--- config.mk ---
export PLATFORM = sky130hd
export DESIGN_NAME = trigger_event_latch
export DESIGN_NICKNAME = d
export VERILOG_FILES = /design/src/rtl/trigger_event_latch.sv
export SDC_FILE = /design/constraint.sdc
export NUM_CORES = 1
export LEC_CHECK = 0
export BUFFER_PORTS_ARGS = -buffer_cell sky130_fd_sc_hd__buf_2
export CELL_PAD_IN_SITES_DETAIL_PLACEMENT = 1
export CELL_PAD_IN_SITES_GLOBAL_PLACEMENT = 2
export CORE_ASPECT_RATIO = 1.25
export CORE_UTILIZATION = 44
export CTS_BUF_LIST = sky130_fd_sc_hd__clkbuf_4
export CTS_CLUSTER_DIAMETER = 40
export DETAILED_ROUTE_END_ITERATION = 7
export PLACE_DENSITY_LB_ADDON = 0.08
export SYNTH_ARGS = -nofsm -noshare
export SYNTH_HDL_FRONTEND = slang
export SYNTH_SLANG_ARGS = --single-unit
--- constraint.sdc ---
create_clock -name CLK120 -period 7 [get_ports CLK120]
set_input_delay 1.4 -clock CLK120 [delete_from_list [all_inputs] [get_ports CLK120]]
set_output_delay 1.4 -clock CLK120 [all_outputs]
set_load 0.03 [all_outputs]
--- src/rtl/trigger_event_latch.sv ---
// trigger_event_latch: timestamps masked triggers, enforces dead time and buffers events in a show-ahead FIFO.
module trigger_event_latch #(
    parameter int NUM_SRC    = 4,
    parameter int TS_WIDTH   = 32,
    parameter int FIFO_DEPTH = 4
) (
    input  logic                CLK120,
    input  logic                RST_N,
    input  logic                ENABLE,
    input  logic [NUM_SRC-1:0]  TRIG_IN,
    input  logic [NUM_SRC-1:0]  TRIG_MASK,
    input  logic [15:0]         DEAD_TIME,
    input  logic                EVT_ACK,
    output logic                TRIG_OUT,
    output logic                EVT_VALID,
    output logic [NUM_SRC-1:0]  EVT_TYPE,
    output logic [TS_WIDTH-1:0] EVT_TIME,
    output logic                FULL,
    output logic [15:0]         LOST_COUNT
);
    localparam int AW = $clog2(FIFO_DEPTH);
    localparam int CW = AW + 1;
    typedef enum logic {IDLE, DEAD} state_t;
    state_t               r_state;
    logic [15:0]          r_dead;
    logic [TS_WIDTH-1:0]  r_ts;
    logic [NUM_SRC-1:0]   r_mem_type [FIFO_DEPTH];
    logic [TS_WIDTH-1:0]  r_mem_time [FIFO_DEPTH];
    logic [AW-1:0]        r_wptr, r_rptr;
    logic [CW-1:0]        r_count;
    logic [NUM_SRC-1:0]   w_masked;
    logic                 w_req, w_push, w_lost, w_pop, w_bypass;
    logic [AW-1:0]        w_rptr_next;
    logic [CW-1:0]        w_count_next;
    assign w_masked     = TRIG_IN & TRIG_MASK;
    assign w_req        = ENABLE && (r_state == IDLE) && (|w_masked);
    // FULL is the registered flag, so a same-cycle pop cannot rescue a candidate
    assign w_push       = w_req && !FULL;
    assign w_lost       = w_req && FULL;
    assign w_pop        = EVT_VALID && EVT_ACK;
    assign w_rptr_next  = r_rptr + AW'(w_pop);
    assign w_count_next = r_count + CW'(w_push) - CW'(w_pop);
    // new head is the entry being written when the FIFO is (or becomes) empty
    assign w_bypass     = w_push && (r_count == CW'(w_pop));
    always_ff @(posedge CLK120 or negedge RST_N) begin
        if (!RST_N) begin
            r_state    <= IDLE;
            r_dead     <= '0;
            r_ts       <= '0;
            r_wptr     <= '0;
            r_rptr     <= '0;
            r_count    <= '0;
            TRIG_OUT   <= 1'b0;
            EVT_VALID  <= 1'b0;
            EVT_TYPE   <= '0;
            EVT_TIME   <= '0;
            FULL       <= 1'b0;
            LOST_COUNT <= '0;
            for (int i = 0; i < FIFO_DEPTH; i++) begin
                r_mem_type[i] <= '0;
                r_mem_time[i] <= '0;
            end
        end else begin
            r_ts     <= r_ts + TS_WIDTH'(1);
            TRIG_OUT <= w_push;
            if (w_lost && LOST_COUNT != 16'hFFFF)
                LOST_COUNT <= LOST_COUNT + 16'd1;
            if (!ENABLE) begin
                r_state <= IDLE;
                r_dead  <= '0;
            end else if (r_state == IDLE) begin
                if (w_push) begin
                    r_dead  <= DEAD_TIME;
                    r_state <= (DEAD_TIME != 16'd0) ? DEAD : IDLE;
                end
            end else begin
                r_dead <= r_dead - 16'(r_dead != 16'd0);
                if (r_dead <= 16'd1)
                    r_state <= IDLE;
            end
            if (w_push) begin
                r_mem_type[r_wptr] <= w_masked;
                r_mem_time[r_wptr] <= r_ts;
                r_wptr             <= r_wptr + AW'(1);
            end
            r_rptr    <= w_rptr_next;
            r_count   <= w_count_next;
            EVT_VALID <= w_count_next != '0;
            FULL      <= w_count_next == CW'(FIFO_DEPTH);
            EVT_TYPE  <= w_bypass ? w_masked : r_mem_type[w_rptr_next];
            EVT_TIME  <= w_bypass ? r_ts : r_mem_time[w_rptr_next];
        end
    end
endmodule

# [Yosys cells after proc, flatten, opt, wreduce, memory -nomap -nowiden]
# Index checks and enable logic that the tools add are counted.
# W data, S select, Z words.
[classes] add_sub_neg=7 order_cmp=4 eq_ne=4 n_mux=22 bitwise=4 reduce_logical=13
[ops] cell="$bwmux W128" n=1
[ops] cell="$mux W32" n=4
[ops] cell="$bmux W32 S2" n=1
[ops] cell="$demux W32 S2" n=1
[ops] cell="$mux W16" n=3
[ops] cell="$add A32 B1 Y32 const B" n=1
[ops] cell="$reduce_bool A16 Y1" n=2
[ops] cell="$add A16 B1 Y16 const B" n=1
[ops] cell="$bwmux W16" n=1
[ops] cell="$le A16 B1 Y1 const B" n=1
[ops] cell="$mux W4" n=4
[ops] cell="$ne A16 B16 Y1 const B" n=1
[ops] cell="$sub A16 B1 Y16" n=1
[ops] cell="$bmux W4 S2" n=1
[ops] cell="$demux W4 S2" n=1
[ops] cell="$logic_and A1 B1 Y1" n=8
[ops] cell="$ge A3 B3 Y1 const B" n=2
[ops] cell="$not A2 Y3" n=2
[ops] cell="$mux W1" n=5
[ops] cell="$and A4 B4 Y4" n=1
[ops] cell="$reduce_or A4 Y1" n=1
[ops] cell="$add A3 B1 Y3" n=1
[ops] cell="$eq A3 B1 Y1" n=1
[ops] cell="$eq A3 B3 Y1 const B" n=1
[ops] cell="8 further kinds" n=8
[totals] ff_bits=255 wordCells=74

# [Longest topological paths before layout]
[logic_depth] depth_word=7 depth_mapped=13

# [Worst setup path after synthesis]
# OpenSTA, ideal clock, no wires.
[synth_path] kind="input to register" start="input port TRIG_IN[1]" end="register EVT_VALID" arrival_time_ns=3.527 required_ns=6.869 path_slack_ns=3.342 stages=12 path_buffers=0 cell_sequence="a22oi_1 -> a211oi_4 -> inv_2 -> ha_1 -> inv_1 -> ha_1 -> inv_1 -> fa_1 -> xor2_1 -> xnor2_1 -> inv_1 -> or3_1"
[synth_via] elab_chain_len=7
[synth_lines] item="start: declaration" line="10" source="input logic [NUM_SRC-1:0] TRIG_IN,"
[synth_lines] item="$and A4 B4 Y4" line="35" source="assign w_masked = TRIG_IN & TRIG_MASK;"
[synth_lines] item="$reduce_or A4 Y1" line="36" source="assign w_req = ENABLE && (r_state == IDLE) && (|w_masked);"
[synth_lines] item="$logic_and A1 B1 Y1" line="36"
[synth_lines] item="$logic_and A1 B1 Y1" line="38" source="assign w_push = w_req && !FULL;"
[synth_lines] item="via w_push" line="32" source="logic w_req, w_push, w_lost, w_pop, w_bypass;"
[synth_lines] item="$add A3 B1 Y3" line="42" source="assign w_count_next = r_count + CW'(w_push) - CW'(w_pop);"
[synth_lines] item="$sub A3 B1 Y3" line="42"
[synth_lines] item="via w_count_next[2]" line="34" source="logic [CW-1:0] w_count_next;"
[synth_lines] item="$reduce_bool A3 Y1" line="88" source="EVT_VALID <= w_count_next != '0;"
[synth_lines] item="end signal: assignment" line="54" source="EVT_VALID <= 1'b0;"
[synth_lines] item="end signal: assignment" line="88"
[synth_lines] item="end: declaration" line="15" source="output logic EVT_VALID,"
# The timed path passes the listed nets, and every way through them passes these cells.
# A chain may end at the register's enable or synchronous reset.

# [Worst setup path in the final report]
[layout_path] start="register r_state" end="register EVT_TIME[23]"
[layout_via] elab_chain_len=6
[layout_lines] item="start: declaration" line="24" source="state_t r_state;"
[layout_lines] item="start signal: assignment" line="74" source="r_state <= (DEAD_TIME != 16'd0) ? DEAD : IDLE;"
[layout_lines] item="$not A1 Y1"
[layout_lines] item="$logic_and A1 B1 Y1 (2 in a row)" line="36"
[layout_lines] item="$logic_and A1 B1 Y1" line="38"
[layout_lines] item="via w_push" line="32"
[layout_lines] item="$logic_and A1 B1 Y1" line="44" source="assign w_bypass = w_push && (r_count == CW'(w_pop));"
[layout_lines] item="$mux W32" line="91" source="EVT_TIME <= w_bypass ? r_ts : r_mem_time[w_rptr_next];"
[layout_lines] item="end signal: assignment" line="91"
[layout_lines] item="end: declaration" line="17" source="output logic [TS_WIDTH-1:0] EVT_TIME,"
# The timed path passes the listed nets, and every way through them passes these cells.

==> qor.txt <==
top_reg_cell synth: dfrtp_1
H-Tree Level Count: 3
hold buffers post-CTS: 0
DP HPWL: 15.27 mm
hold_sp: r_mem_type[4]
Setup Buffers After CTS: 0
# IOs: 83
Fin Setup TNS: 0 ns
CP startpoint: r_state
Max Slew Vio Count: 0
PostCTS Resize Cnt: 0
die area: 26290 sq um
flop2flop setup slack: 3.32 ns
Fin Clk Skew: 0.03124 ns
hold path depth: 2
Final GP Congestion: 0.7413
slowest stage delay, CP: 0.92 ns
HP Class: reg2reg
Fmax: 271.5 MHz
Pwr per Cell Area: 328.3 nW/um^2
Most Used Layer, Global Route: met2
Peak supply drop: 312.8 uV
CP arrival: 4.20 ns
max_cap viols: 0
Yosys top cell area share: 56.56%
Area Overhead vs Synth: 14.17%
total CTS buffers: 71
CP Capture Type: flip-flop
final setup violation count: 0
cell area after layout: 12880 sq um
net switching fraction of the power: 31.63%
DRT Wirelength: 25.32 mm
Area after DPL: 12000 sq um
met2 Use GR: 36.92%
Post-Syn Area: 11280 sq um
Post-synth EDFFs: 0
ANT nets after route: 0
worst path buffer plus inverter count: 2
total gr overflow: 0
synthesized instance count: 828
Final Cycle Share: 52.62%
area leader, netlist: dfrtp_1
Max-slew headroom: 26.11%
LEAKAGE: 6.169 nW
RSZ-0062 raised after global routing: false
Final Critical Period: 3.684 ns
main area contributors after synthesis: dfrtp_1, mux2_2, mux4_2
Placed Cells: 1200
Die W: 145.2 um
Post-Layout Cell Count: 1320
RR Startpoint: r_state
post-synthesis register bit count: 255
die height: 181.0 um
syn nets: 868
largest net degree at the start of global routing: 199
FP Rows: 65
Worst Hold Endpoint: r_mem_type[4]
vias in the first global route: 8177
later-pin clock latency in the skew report: 0.65 ns
Comb pwr share: 25.6%
met3 GRT Util: 4.899%
CP Class: reg2reg
share of cells above drive strength 1: 40.75%
Least-Margin Pin Slew: 1.104 ns
TritonCTS clock tree: built
Initial Util: 44.75%
Avg WL per Cell: 19.18 um
initial antenna violation count: 1
1st-pass router iterations: 4
Nets: 978
Post-synth ARST share: 100.0%
Vias/cell: 5.386
worst-path cell chain: nand2b_1, a211oi_4, inv_2, nor4b_4, buf_4, mux2_2
Vias: 7109
sequential area share after synthesis: 56.56%
status: complete, no violations
commonest non-fill, non-tap cell in the layout: dfrtp_1
synth unique cells: 45
Placeable Area: 25210 sq um
drc violations: 0
Hold Violations, Final: 0
met1 Usage GRT: 23.72%
P_sw: 1.337 mW
Synth Area per Inst: 13.63 sq um
DR iter-0 viols: 217
clock buffer depth: 3
first-pass GRT wire length: 42.58 mm
CTS root buffer: clkbuf_4
worst r2r path cells: 6
crit path launch type: flip-flop
Synth warnings: 0
WHS: 0.4754 ns
Worst Path Required: 7.52 ns
CTS clk-pin slew, worst paths: 0.06 ns
CP max stage cell: nor4b_4
clock share of power: 31.6%
critical-path maximum fanout: 35
internal power: 2.891 mW
sequential power share: 42.8%
kind of cell adding the most delay to the critical path: simple AND/OR/NAND/NOR gates
commonest cells after routing, fill and taps aside: dfrtp_1, mux2_2, clkbuf_4
r2r endpoint: EVT_TIME[23]
port buffer count: 82
# clock sinks: 255
GR Util All Layers: 20.62%
registers in the layout, summed over array words and instances (netlist names):
register,count
EVT_TIME,32
EVT_TYPE,4
EVT_VALID,1
FULL,1
LOST_COUNT,16
TRIG_OUT,1
r_count,3
r_dead,16
r_mem_time,128
r_mem_type,16
r_rptr,2
r_state,1
r_ts,32
r_wptr,2
power groups by stage:
stage               Sequential, mW  Clock [mW]  Combinational (mW)
finish                        1.81        1.34                1.08
floorplan                     1.85           0               0.755
global placement              1.82           0                1.08
detailed placement            1.84           0                1.11
global route                  1.83        1.48                1.20
CTS                           1.81        1.40                1.12
synth_stat cells (8+ instances only):
cell type,instances
mux4_2,36
nor2b_1,12
nand4_1,14
nor4_1,8
mux2_2,154
buf_2,14
ha_1,11
and3_1,10
nor2_1,19
clkbuf_1,27
xnor2_1,48
nand2_1,56
a211oi_1,28
nor3_1,8
o21ai_0,27
buf_1,9
dfrtp_1,255
inv_1,16
nand3_1,19
xor2_1,13
per-stage QoR:
step	total power, mW	util [%]	worst slack, ns
floorplan	2.606	-	3.342
global placement	2.892	47.59	2.756
detailed placement	2.946	47.59	2.723
CTS	4.329	51.08	3.283
global route	4.508	51.09	3.042
finish	4.229	51.09	3.316
worst reg2reg max path: stages (launching register included):
cell and delay [ns]:
dfrtp_1 0.79, nand2b_1 0.39, a211oi_4 0.38, inv_2 0.11, nor4b_4 0.92, buf_4 0.56
mux2_2 0.40
cell type report:
class,count,area (sq um)
Clock inverter,19,128.9
Fill cell,2603,12330
Antenna cell,1,2.502
Inverter,18,67.56
Clock buffer,100,750.7
Timing Repair Buffer,91,500.5
Multi-Input combinational cell,501,4631
Tap cell,335,419.2
Sequential cell,255,6381
kinds of logic after synthesis:
logic type | count (synthesis) | synth area share, %
buffers and inverters | 72 | 2.784
muxes | 194 | 22.91
xor gates and xnor gates | 61 | 4.735
AOI/OAI and AO/OA | 68 | 3.948
adders and majority gates | 12 | 1.397
DFF | 255 | 56.56
and+or+nand+nor | 166 | 7.663
layer usage:
layer  vias to the layer above  share of wire [%]
li1                       3206                  -
met4                         0                2.6
met3                        67                4.3
met1                      3685                 39
met2                       151                 54
met5                         -                  0
worst max-delay path by stage:
stage | end | cells past startpoint
after floorplan | EVT_VALID | 12
after global placement | EVT_TIME[26] | 7
after detailed placement | EVT_TIME[25] | 7
after CTS | EVT_TIME[23] | 6
after global routing | EVT_TIME[23] | 6
final | EVT_TIME[23] | 6
No activity file was read; power rests on OpenSTA's default activity.
